[config.mk]
export PLATFORM = sky130hd
export DESIGN_NAME = fetch_unit
export DESIGN_NICKNAME = d
export VERILOG_FILES = /design/src/rtl/fetch_unit.sv
export SDC_FILE = /design/constraint.sdc
export NUM_CORES = 1
export LEC_CHECK = 0
export CORE_MARGIN = 4
export CORE_UTILIZATION = 25
export DETAILED_ROUTE_END_ITERATION = 8
export GPL_TIMING_DRIVEN = 0
export PLACE_DENSITY_LB_ADDON = 0.1
export SYNTH_ARGS = -nofsm -noshare
export SYNTH_HDL_FRONTEND = slang
export SYNTH_SLANG_ARGS = --single-unit
[constraint.sdc]
create_clock -name i_clk -period 9.87 [get_ports i_clk]
set_input_delay 1.4805 -clock i_clk [delete_from_list [all_inputs] [get_ports i_clk]]
set_output_delay 1.4805 -clock i_clk [all_outputs]
set_load 0.02 [all_outputs]
[src/rtl/fetch_unit.sv]
// Instruction fetch front end: credit-limited request issue, in-order response
// buffering with PC tagging, and redirect flush of in-flight responses.
module fetch_unit #(
    parameter int unsigned          WORD_SIZE    = 32,
    parameter logic [WORD_SIZE-1:0] RESET_VECTOR = '0,
    parameter int unsigned          FIFO_DEPTH   = 2
) (
    input  logic                 i_clk,
    input  logic                 i_rst_n,
    output logic                 o_ImemReq,
    output logic [WORD_SIZE-1:0] o_ImemAddr,
    input  logic                 i_ImemReady,
    input  logic                 i_ImemValid,
    input  logic [WORD_SIZE-1:0] i_ImemRdata,
    output logic                 o_Valid,
    output logic [WORD_SIZE-1:0] o_Instruction,
    output logic [WORD_SIZE-1:0] o_Pc,
    input  logic                 i_Ready,
    input  logic                 i_Redirect,
    input  logic [WORD_SIZE-1:0] i_RedirectPc,
    output logic                 o_Error
);

    localparam int unsigned          PW      = $clog2(FIFO_DEPTH);
    localparam int unsigned          CW      = PW + 1;
    localparam logic [CW:0]          DEPTH_C = (CW+1)'(FIFO_DEPTH);
    localparam logic [WORD_SIZE-1:0] PC_STEP = WORD_SIZE'(4);
    localparam logic [WORD_SIZE-1:0] ALIGN_M = ~WORD_SIZE'(3);

    typedef enum logic [1:0] {
        ST_BOOT,
        ST_FETCH,
        ST_FLUSH
    } state_e;

    state_e                 state_q, state_d;
    logic [WORD_SIZE-1:0]   fetch_pc_q, fetch_pc_d;
    logic [WORD_SIZE-1:0]   resp_pc_q, resp_pc_d;
    logic [CW-1:0]          outst_q, outst_d;
    logic [CW-1:0]          count_q, count_d;
    logic [PW-1:0]          wr_ptr_q, wr_ptr_d;
    logic [PW-1:0]          rd_ptr_q, rd_ptr_d;
    logic                   error_q, error_d;
    logic [WORD_SIZE-1:0]   fifo_instr_q [FIFO_DEPTH];
    logic [WORD_SIZE-1:0]   fifo_instr_d [FIFO_DEPTH];
    logic [WORD_SIZE-1:0]   fifo_pc_q    [FIFO_DEPTH];
    logic [WORD_SIZE-1:0]   fifo_pc_d    [FIFO_DEPTH];

    logic                   redirect;
    logic [WORD_SIZE-1:0]   redirect_pc;
    logic [CW:0]            credit_used;
    logic                   imem_req;
    logic                   req_xfer;
    logic                   resp_ok;
    logic                   spurious;
    logic                   push;
    logic                   pop;
    logic                   valid;

    // Handshake decode; BOOT ignores redirect entirely.
    always_comb begin
        redirect    = i_Redirect && (state_q != ST_BOOT);
        redirect_pc = i_RedirectPc & ALIGN_M;
        credit_used = {1'b0, outst_q} + {1'b0, count_q};
        imem_req    = (state_q == ST_FETCH) && !i_Redirect && (credit_used < DEPTH_C);
        req_xfer    = imem_req && i_ImemReady;
        resp_ok     = i_ImemValid && (outst_q != '0);
        spurious    = i_ImemValid && (outst_q == '0);
        push        = resp_ok && (state_q == ST_FETCH) && !redirect;
        valid       = (count_q != '0);
        pop         = valid && i_Ready && !redirect;
    end

    always_comb begin
        outst_d  = outst_q + CW'(req_xfer) - CW'(resp_ok);
        error_d  = error_q | spurious;

        fetch_pc_d = fetch_pc_q;
        resp_pc_d  = resp_pc_q;
        if (redirect) begin
            fetch_pc_d = redirect_pc;
            resp_pc_d  = redirect_pc;
        end else begin
            if (req_xfer) fetch_pc_d = fetch_pc_q + PC_STEP;
            if (push)     resp_pc_d  = resp_pc_q + PC_STEP;
        end

        fifo_instr_d = fifo_instr_q;
        fifo_pc_d    = fifo_pc_q;
        if (push) begin
            fifo_instr_d[wr_ptr_q] = i_ImemRdata;
            fifo_pc_d[wr_ptr_q]    = resp_pc_q;
        end

        if (redirect) begin
            count_d  = '0;
            wr_ptr_d = '0;
            rd_ptr_d = '0;
        end else begin
            count_d  = count_q + CW'(push) - CW'(pop);
            wr_ptr_d = wr_ptr_q + PW'(push);
            rd_ptr_d = rd_ptr_q + PW'(pop);
        end

        // Flush lasts until every request issued before the redirect has answered.
        state_d = state_q;
        case (state_q)
            ST_BOOT: state_d = ST_FETCH;
            ST_FETCH, ST_FLUSH: begin
                if (redirect) begin
                    state_d = (outst_d != '0) ? ST_FLUSH : ST_FETCH;
                end else if ((state_q == ST_FLUSH) && (outst_d == '0)) begin
                    state_d = ST_FETCH;
                end
            end
            default: state_d = ST_BOOT;
        endcase
    end

    always_ff @(posedge i_clk or negedge i_rst_n) begin
        if (!i_rst_n) begin
            state_q      <= ST_BOOT;
            fetch_pc_q   <= RESET_VECTOR;
            resp_pc_q    <= RESET_VECTOR;
            outst_q      <= '0;
            count_q      <= '0;
            wr_ptr_q     <= '0;
            rd_ptr_q     <= '0;
            error_q      <= 1'b0;
            fifo_instr_q <= '{default: '0};
            fifo_pc_q    <= '{default: '0};
        end else begin
            state_q      <= state_d;
            fetch_pc_q   <= fetch_pc_d;
            resp_pc_q    <= resp_pc_d;
            outst_q      <= outst_d;
            count_q      <= count_d;
            wr_ptr_q     <= wr_ptr_d;
            rd_ptr_q     <= rd_ptr_d;
            error_q      <= error_d;
            fifo_instr_q <= fifo_instr_d;
            fifo_pc_q    <= fifo_pc_d;
        end
    end

    assign o_ImemReq     = imem_req;
    assign o_ImemAddr    = fetch_pc_q;
    assign o_Valid       = valid;
    assign o_Instruction = valid ? fifo_instr_q[rd_ptr_q] : '0;
    assign o_Pc          = valid ? fifo_pc_q[rd_ptr_q] : '0;
    assign o_Error       = error_q;

endmodule
* After elaboration in Yosys (flattened, before gate mapping)
Index checks and enable logic that the tools add are counted.
Word-level totals: register bits after elaboration 201, latch bits 0, bits in writable memories 0, memory bits (read-only) 0, logic and storage cells 78, memories 0
Cells by class: $add $sub $neg 9, multiply operators 0, divide/modulo/power cells 0, order comparisons 4, equal/unequal tests 3, shift-type cells 0, multiplexer cells 23, bitwise logic cells 3, reductions and logical operators 24
Operators with widths (number):
- 2-to-1 mux 32 bit | 13
- bitwise mux 64 bit | 2
- adder 32 x 3 -> 32 bit (second input constant) | 2
- demux 32 bit (select 1 bit) | 1
- logical AND 1 bit | 12
- nonzero test 2 bit | 6
- 2-to-1 mux 2 bit | 4
- zero test 2 bit | 3
- adder 2 x 1 -> 2 bit | 2
- >= comparator 2 bit (second input constant) | 2
- inverter 1 -> 2 bit | 2
- one-hot mux 2 bit (2 select lines) | 1
- subtractor 2 x 1 -> 2 bit | 2
- adder 2 x 2 -> 3 bit | 1
- < comparator 3 x 2 -> 1 bit (second input constant) | 1
- inequality test 3 bit (second input constant) | 1
- adder 1 bit | 2
- equality test 2 x 1 -> 1 bit (second input constant) | 1
- equality test 2 bit (second input constant) | 1
- zero test 1 bit | 2
- < comparator 2 x 1 -> 1 bit (second input constant) | 1
- 2-to-1 mux 1 bit | 2
- OR reduction 2 bit | 1
- bitwise OR 1 bit | 1

* Logic depth before layout (Yosys ltp)
depth in word-level cells 11, gate-level depth with buffers 13, depth with buffers taken out 12

* Worst setup path after synthesis
OpenSTA, ideal clock, no wires.
kind input -> output, start point input port i_Redirect, end point output port o_ImemReq, arrival time 2.277 ns, data required time 8.389 ns, path slack 6.113 ns, cell stages on the path 3, cell sequence or4b_4 -> inv_2 -> buf_4
Between the ends: word-level cells in the longest chain between the ends 3
Ends and longest elaborated chain:
- from (decl) | RTL line 19 | input logic i_Redirect,
- zero test 1 bit | RTL line 65 | imem_req = (state_q == ST_FETCH) && !i_Redirect && (credit_used < DEPTH_C);
- logical AND 1 bit (2 in series) | RTL line 65
- to (decl) | RTL line 10 | output logic o_ImemReq,
Every way passes these cells.

* Worst setup path after layout
start point input port i_Redirect, end point register fifo_instr_q[32] (netlist bit)
Between the ends: word-level cells in the longest chain between the ends 3
Ends and longest elaborated chain:
- logical AND 1 bit | RTL line 62 | redirect = i_Redirect && (state_q != ST_BOOT);
- zero test 1 bit | RTL line 69 | push = resp_ok && (state_q == ST_FETCH) && !redirect;
- logical AND 1 bit | RTL line 69
- to (signal assigned) | RTL line 141 | fifo_instr_q <= fifo_instr_d;
- to (decl) | RTL line 44 | logic [WORD_SIZE-1:0] fifo_instr_q [FIFO_DEPTH];
Every way passes these cells. A chain may end at the register's enable or synchronous reset.

==> impl_metrics.ini <==
[global_route]
grt_pass1_wl_um = 47600
grt-ovfl-total = 0
grt_max_degree = 105
grt_antenna_before_repair = 0
grt_pass1_vias = 7709
track_usage_pct = 14.7

[synth]
synth_most_common_cell = dfrtp_1
synth-main-ff-cell = dfrtp_1
yosys_warnings = 0
ys_types = 52
netlist_area_mm2 = 0.00976
ys_top_cells_by_area = dfrtp_1, mux2_2, mux2i_1, nor2_1, nand4_1
yosysTopAreaCellShare_pct = 49.5
async_flop_share_pct = 100
avgSynthCellArea_um2 = 10.9
synthCells = 893
yosys-top-cells-count = dfrtp_1, mux2_2, nor2_1
ys_seq_elements = 193
ys_seq_area_share_pct = 49.5
synth_top_area_cell = dfrtp_1
synth_enable_flop_cells = 0

[timing]
maxSlewViolCount = 0
finalSetupViolCount = 0
max_clock_freq_mhz = 194
max_slew_margin_pct = 13.5
hold_viol = 0
setup_tns_ns = 0
timing.final.ws_setup_ns = 4.71
fin_crit_ns = 5.16
worstMarginPinSlew_ns = 1.29
fin_crit_sh_pct = 52.3
rsz0062_at_grt = false
fin_worst_skew_ns = 0.0122

[detailed_routing]
ant_nets = 0
wl_um = 31000
drc = 0
vias_per_cell = 4.74
drtIter0Drc = 381
wl_per_cell_um = 19.3
dr.pass1.iters = 5
vias = 7622

[placement]
dp_hpwl_um = 22800
place_ws_ns = 4.18
port_buffers = 162
gp_congestion = 0.779

[cts]
post-cts-setup-buffers = 0
htreeDepth = 4
clock-sinks = 193
cts_resized = 0
clk_latency_ns = 0.44
root_buffer = clkbuf_16
numCtsBuffers = 17
clk_pin_slew_ns = 0.07
cts_tree = built
cts_hold_buffers = 0
cts.path.max_buffers = 2

[cells_and_area]
drive_gt1_share_pct = 15.9
areaGrowthSynthToFinish_pct = 29.2
seq_area_mm2 = 0.00483
multi_input_area_mm2 = 0.00466
fillCellCount = 3995
num_antenna_cells = 0
final_nets = 1161

[floorplan]
die_area_mm2 = 0.0423
placementRows = 72
die_h_um = 206
start_util_pct = 25.3
coreArea_mm2 = 0.0386
die_w_um = 206
pin_count = 169

[critical_path]
r2r_setup_slack_ns = 5.51
cp-end-kind = register
path_buf_inv = 7
r2r_cells = 12
path_common_cell = clkbuf_1
r2r_start = state_q[0]
startpoint_type = primary input
worstPathRequired_ns = 10.19
worstPathMaxFanout = 10
critPathKind = primary input to register
path_cells = clkdlybuf4s50_1, nand2b_1, clkbuf_1, clkbuf_1, buf_1, nand2_1, inv_1, ha_1, clkbuf_1, clkbuf_1, mux2_2
crit_path_start = i_Redirect
max_stage_delay_ns = 0.61
cp.depth = 11
timing.rr.end = fifo_instr_q[32]
cp_slowest_cell = clkbuf_1
crit_end = fifo_instr_q[32]
path_delay_family = buffers and inverters
crit_arrival_ns = 5.48

[pwr]
swShare_pct = 41.9
leakage_uw = 0.00497
internal_power_uw = 2520
sequentialPowerShare_pct = 34.3
switching_power_uw = 1820
power_per_cell_area_mw_per_mm2 = 343
clock_power_share_pct = 15.3
peakVddDrop_mv = 0.154
finalPower_uw = 4330
power_frac_comb_pct = 50.5

[flow_run]
drv_cap = 0

[run_status]
outcome = finished, final reports clean

[hold_path]
worst_hold_path_type = register to register
hold_start = fifo_instr_q[49]
-- layer usage --
metal,global-route usage [%],wire (µm)
met1,20.7,14800
met4,2.99,304
met3,2.58,890
met5,0,0
met2,23.8,15000
-- state kept, by name, summed over array words and instances (netlist names) --
register      cells
fifo_pc_q        60
o_ImemAddr       30
resp_pc_q        30
outst_q           2
o_Error           1
state_q           2
count_q           2
wr_ptr_q          1
fifo_instr_q     64
rd_ptr_q          1
-- power by group through the flow --
stage	combinational (µW)	clock [µW]	sequential [µW]
2_1_floorplan	1320	0	1460
3_3_place_gp	2210	0	1500
3_5_place_dp	2220	0	1510
4_1_cts	2230	686	1490
5_1_grt	2390	717	1540
6_report	2190	661	1480
-- area by class of cell --
| class | instances | area share (%) |
|---|---|---|
| Clock buffer | 23 | 3.79 |
| Tap cell | 518 | 5.14 |
| Inverter | 10 | 0.298 |
| Timing Repair Buffer | 163 | 13.1 |
| Multi-Input combinational cell | 634 | 36.9 |
| Sequential cell | 193 | 38.3 |
| Clock inverter | 9 | 0.466 |
| Buffer | 59 | 1.99 |
-- cell usage in the layout, fill, tap and decap left out, drive strengths merged, types with 22 or more instances in the layout --
master / synthesis / routed
a21oi: 22 / 22
clkbuf: 40 / 63
clkdlybuf4s50: 0 / 161
dfrtp: 193 / 193
mux2: 124 / 124
mux2i: 63 / 63
nand2: 35 / 35
nand3: 25 / 25
nand4: 29 / 29
nor2: 114 / 114
-- how the worst min path moves through the flow --
stage	depth (start not counted)	end	slack (ns)
2_1_floorplan	1	fifo_pc_q[34]	0.48
3_3_place_gp	1	fifo_instr_q[56]	0.49
3_5_place_dp	1	fifo_instr_q[49]	0.49
4_1_cts	1	fifo_instr_q[49]	0.51
5_1_grt	1	fifo_pc_q[26]	0.52
6_report	1	fifo_instr_q[49]	0.50
-- cells by family after synthesis --
| group | after synthesis | share of synthesized area (%) |
|---|---|---|
| muxes | 187 | 20.8 |
| DFF | 193 | 49.5 |
| other | 1 | 0.0384 |
| and+or+nand+nor | 310 | 16.4 |
| AOI/OAI and AO/OA | 99 | 6.60 |
| buffers and inverters | 69 | 2.96 |
| xor gates and xnor gates | 21 | 2.04 |
| adders and majority gates | 13 | 1.74 |
-- stage by stage --
stage          hold WS, ns  area (µm²)  cells  utilization [%]
2_1_floorplan        0.480        9780    896                -
3_5_place_dp         0.494       12100   1577             31.3
4_1_cts              0.510       12600   1609             32.6
5_1_grt              0.518       12600   1609             32.6
3_3_place_gp         0.488       12000   1576             31.2
6_report             0.504       12600   1609             32.6
(Power assumes the default switching activity.)
==> patch 1 (same flow settings) <==
The 3 states of `state_e` get a one-hot encoding in 3 bits.
--- a/src/rtl/fetch_unit.sv
+++ b/src/rtl/fetch_unit.sv
@@ -29,6 +29,6 @@
 
-    typedef enum logic [1:0] {
-        ST_BOOT,
-        ST_FETCH,
-        ST_FLUSH
+    typedef enum logic [2:0] {
+        ST_BOOT  = 3'b001,
+        ST_FETCH = 3'b010,
+        ST_FLUSH = 3'b100
     } state_e;
Behaviour: same outputs for any inputs over 4 cycles, from zero or initial values and one cycle with i_rst_n low; so few cycles prove little.
==> patch 1 against the original RTL <==
- area after synthesis decreased by 3.8%
- worst setup slack improved by 260 ps
- sequential cell count increased by 1
- wire length decreased by 11%
- via count decreased by 9.5%
- design area decreased by 2.3%
- total power decreased by 13%
- worst hold slack improved by 1.2 ps
- critical path type unchanged
- largest cell class unchanged
- largest power group unchanged
==> patch 1: results (changes against the original RTL) <==
maximum number of pins on one net before global-route repair=108 (+2.9%); fraction of the mapped netlist area in compound gates=3.89% (-2.7 points); cell total after placement=1504 (-4.6%); number of fill cells in the layout=3804 (-4.8%); overall global routing resource usage=13.7% (-0.99 points); Regs by FF count=fifo_instr_q (64), fifo_pc_q (60); largest cells by area after synthesis=sky130_fd_sc_hd__dfrtp_1, sky130_fd_sc_hd__mux2_2, sky130_fd_sc_hd__mux2i_1; wire length of the first global-routing pass=43600 um (-8.3%); status=finished clean; worst setup skew after layout=9.43 ps (-2.81 ps); cells after synthesis=834 (-6.6%); synthesized-area fraction occupied by adder cells=1.28% (-0.46 points); commonest cells in the synthesized netlist=sky130_fd_sc_hd__dfrtp_1, sky130_fd_sc_hd__mux2_2, sky130_fd_sc_hd__nor2_1; proportion of synthesized area in mux cells=21.7% (+0.95 points); Hold Crit Class=register to register; master cell of the clock root buffer=sky130_fd_sc_hd__clkbuf_16; CTS-repair resized insts=0 (unchanged); drt total wl=27500 um (-11%); HPWL after detailed placement=19800 um (-13%); worst supply voltage drop on vdd=0.136 mV (-11%); first-pass iteration count of the detailed router=6 (+1); xor and xnor fraction of the mapped netlist area=5.32% (+3.3 points); routed length per placed instance=17.9 um (-7.1%); post-DR vias/cell=4.49 (-5.2%); transition time of the tightest slew-check pin=1220 ps (-68.9 ps); reg-to-reg startpoint=state_q[0]; post-synthesis cell type count=43 (-17%); antenna violations before repair=0 (unchanged); Max Root-Sink Buffers=2 (unchanged); sequential area share after synthesis=51.7% (+2.3 points); Async S/R FF share, synth=100% (unchanged); # diodes=0 (unchanged); P_leak=4.93 nW (-0.77%); number of warnings printed during yosys synthesis=0 (unchanged); arrival time at the worst endpoint=5230 ps (-250 ps); Post-layout nets=1098 (-5.4%); maximum fanout count along the critical path=10 (unchanged); Hold Crit Start=fifo_pc_q[11]; routability cong.=0.761 (-2.3%); ratio of cells with drive above 1 in the final layout=16.7% (+0.81 points); post-CTS setup repair buffer count=0 (unchanged); Worst Reg2Reg Path Length in Cells=10 (-2); launch point of the critical path=i_Redirect; Top FF cell, synth=sky130_fd_sc_hd__dfrtp_1; clock latency on the worst-skew pair=440 ps (about the same); Port Buffers=162 (unchanged); number of H-tree branching levels=4 (unchanged); Area after DPL=11700 sq um (-3.2%); violation count after the first detailed-routing iteration=247 (-35%); vias in the first global route=7198 (-6.6%)
patch 1: cell count changes after synthesis, sizes merged, moves of 6 or more:
cell / before / now
a31oi: 20 / 3
buf: 19 / 7
a211oi: 19 / 0
or3: 10 / 1
nand4: 29 / 22
xnor2: 5 / 39
a21oi: 22 / 49
nor2: 114 / 100
and3: 13 / 7
o31ai: 12 / 0
nor3: 18 / 26
or4: 21 / 2
patch 1: final cells by class:
type / instances / area, sq um / share of cell area [%]
Clock buffer: 19 / 453 / 3.68
Timing Repair Buffer: 163 / 1650 / 13.4
Sequential cell: 194 / 4860 / 39.4
Buffer: 52 / 220 / 1.79
Clock inverter: 13 / 181 / 1.47
Inverter: 13 / 48.8 / 0.396
Tap cell: 504 / 631 / 5.12
Multi-Input combinational cell: 578 / 4280 / 34.7
patch 1: per-layer routing:
metal / wire [um] / up-vias / global-route usage, %
li1: - / 3297 / -
met1: 13400 / 3475 / 19.2
met2: 12800 / 109 / 21.7
met3: 856 / 20 / 2.57
met4: 395 / 0 / 3.86
met5: 0 / - / 0
patch 1: kinds of logic (layout without fill, tap and decap cells):
kind of cell,count (synthesis),in the layout
multiplexers,188,188
XOR/XNOR,57,57
AND/OR/NAND/NOR,252,252
other,1,4
buffers and inverters,65,260
flip-flops,194,194
AO/OA/AOI/OAI,68,68
adder cells (fa/ha/maj),9,9
patch 1: worst paths after layout:
check | endpoint | slack (ps)
min in group asynchronous | o_ImemAddr[7] | 1000
max in group asynchronous | fifo_instr_q[14] | 7840
worst min register to register | fifo_pc_q[11] | 510
worst max register to register | fifo_instr_q[27] | 5510
worst max-delay path | fifo_instr_q[27] | 4970
worst min-delay path | fifo_pc_q[11] | 510
patch 1: power by group:
group / internal [mW] / total (mW) / switching, mW
registers: 1.13 / 1.42 / 0.292
logic: 0.752 / 1.57 / 0.815
clock network: 0.438 / 0.763 / 0.325
patch 1: metrics by stage:
| stage | setup slack, ps | hold slack, ps | utilization [%] |
|---|---|---|---|
| CTS | 4880 | 511 | 33.4 |
| detailed placement | 4390 | 495 | 31.7 |
| finish | 4970 | 506 | 33.4 |
| global route | 4640 | 515 | 33.4 |
| floorplan | 6270 | 480 | - |
| global placement | -1830 | 489 | 31.6 |
patch 1: worst max-delay path, cell delays in order:
cell                              delay, ps
sky130_fd_sc_hd__clkdlybuf4s50_1        480
sky130_fd_sc_hd__o21ai_0                320
sky130_fd_sc_hd__clkbuf_1               520
sky130_fd_sc_hd__clkbuf_1               490
sky130_fd_sc_hd__nand3_1                200
sky130_fd_sc_hd__inv_1                  130
sky130_fd_sc_hd__ha_1                   140
sky130_fd_sc_hd__clkbuf_1               480
sky130_fd_sc_hd__clkbuf_1               570
sky130_fd_sc_hd__mux2_2                 410
==> patch 2 (same settings) <==
Made on the original files. Change the parameter `FIFO_DEPTH` from 2 to 4.
--- a/src/rtl/fetch_unit.sv
+++ b/src/rtl/fetch_unit.sv
@@ -5,3 +5,3 @@
     parameter logic [WORD_SIZE-1:0] RESET_VECTOR = '0,
-    parameter int unsigned          FIFO_DEPTH   = 2
+    parameter int unsigned          FIFO_DEPTH   = 4
 ) (
Formal check against the unedited RTL: not equivalent (Yosys sat finds a counterexample within 4 cycles, from zero or initial values and one cycle with i_rst_n low).
==> patch 2 against the original RTL <==
- sequential cell count is 128 higher
- register-to-register slack better by 1000 ps
- area after synthesis rose by 55%
- fmax up 9.9%
- design area up 52%
- worst setup slack better by 460 ps
- wire length up 39%
- largest power group unchanged
- total power rose by 52%
==> patch 2: results (changes against the original RTL) <==
power density normalized to cell area=345 nW/um^2 (+0.34%); largest cells by area after synthesis=sky130_fd_sc_hd__dfrtp_1, sky130_fd_sc_hd__mux2_1, sky130_fd_sc_hd__mux4_2; sequential area share after synthesis=52.9% (+3.5 points); first-pass iteration count of the detailed router=4 (-1); launch point of the critical path=count_q[1]; total CTS buffers=40 (+23); drt total wl=43100 um (+39%); routability cong.=0.739 (-5.0%); post-CTS setup repair buffer count=0 (unchanged); Post-layout nets=1409 (+21%); antenna violations before repair=2 (+2); worst supply voltage drop on vdd=0.128 mV (-16%); HPWL after detailed placement=30100 um (+32%); power of the clock network=1.47 mW (+120%); Regs by FF count=fifo_instr_q (128), fifo_pc_q (120); worst setup skew after layout=17.8 ps (+5.52 ps); P_leak=8.10 nW (+63%); wire length of the first global-routing pass=67500 um (+42%); Max Root-Sink Buffers=3 (+1); status=finished clean; type of origin of the critical path=register; violation count after the first detailed-routing iteration=356 (-6.6%); number of fill cells in the layout=5980 (+50%); Hold Crit Start=fifo_pc_q[38]; vias in the first global route=10800 (+40%); overall global routing resource usage=13.7% (-1.0 points); arrival time at the worst endpoint=3220 ps (-2260 ps); crit-path max cell delay=680 ps (+70 ps); maximum number of pins on one net before global-route repair=111 (+5.7%); power dissipated by switching net loads=2.35 mW (+29%); reg-to-reg startpoint=outst_q[1]; post-DR vias/cell=4.52 (-4.5%); Combinational Power Share=43.0% (-7.5 points); ratio of cells with drive above 1 in the final layout=21.3% (+5.5 points)
==> patch 2: changes by cell type in the layout (fill, tap and decap cells not counted), sizes merged, moves of 11 or more <==
| cell | delta |
|---|---|
| or4 | -20 |
| mux2i | -62 |
| nor2 | -72 |
| clkbuf | +33 |
| a21oi | +27 |
| xnor2 | +15 |
| dfrtp | +128 |
| mux2 | +120 |
| a211oi | -19 |
| o31ai | -11 |
| buf | +24 |
| and2 | +63 |
| xor2 | +15 |
| mux4 | +62 |
==> patch 2: cells by family after synthesis <==
group | Yosys count | synth area share [%]
adders and majority gates | 16 | 1.42
muxes | 307 | 27.4
AOI/OAI and AO/OA | 82 | 2.92
xor gates and xnor gates | 51 | 3.03
other | 1 | 0.0247
buffers and inverters | 94 | 3.16
and+or+nand+nor | 242 | 9.16
DFF | 321 | 52.9
==> patch 2: worst reg2reg max path: stages, from the launching register on <==
cell and delay (ps):
sky130_fd_sc_hd__dfrtp_1 440, sky130_fd_sc_hd__ha_1 230, sky130_fd_sc_hd__nor4_2 300, sky130_fd_sc_hd__and4_4 260, sky130_fd_sc_hd__buf_6 140, sky130_fd_sc_hd__inv_2 100, sky130_fd_sc_hd__ha_1 280, sky130_fd_sc_hd__inv_1 40
sky130_fd_sc_hd__ha_1 180, sky130_fd_sc_hd__fa_1 380, sky130_fd_sc_hd__xnor3_1 200, sky130_fd_sc_hd__nor3_1 320, sky130_fd_sc_hd__a21oi_1 150, sky130_fd_sc_hd__a21oi_1 180, sky130_fd_sc_hd__nor2b_1 60
==> patch 2: stage by stage <==
stage,util (%),hold slack (ps),area [sq um],setup slack (ps),instances
final,31.8,476,19200,5170,2131
after global routing,31.8,493,19200,4860,2131
after CTS,31.8,481,19200,4960,2131
after detailed placement,29.6,460,17900,5170,2063
after global placement,29.5,461,17800,-7950,2061
after floorplan,-,445,15200,6040,1117
==> patch 2: worst paths after layout <==
kind	endpoint	slack, ps	depth (start not counted)
max	o_Instruction[26]	5170	5
min	fifo_pc_q[38]	480	1
max reg2reg	state_q[1]	6510	14
min reg2reg	fifo_pc_q[38]	480	1
max in group asynchronous	fifo_pc_q[81]	7750	2
min in group asynchronous	fifo_instr_q[104]	1030	1
==> patch 2: final cells by class <==
cell class              instances  area [sq um]  area share [%]
plain buffers                  77           417            2.17
clock buffers                  61          1230            6.42
clock inverters                 7          85.1           0.444
inverters                      17          63.8           0.333
multi-input cells             702          6680            34.8
flip-flops and latches        321          8030            41.9
well taps                     782           978            5.10
repair buffers                164          1680            8.77
==> patch 2: metal layers <==
metal | wire (um) | global-route usage [%] | vias to the layer above
met5 | 21 | 0 | -
met3 | 2460 | 3.27 | 60
met1 | 19600 | 18.4 | 4940
met4 | 1020 | 4.08 | 4
met2 | 20000 | 22.1 | 187
li1 | - | - | 4447
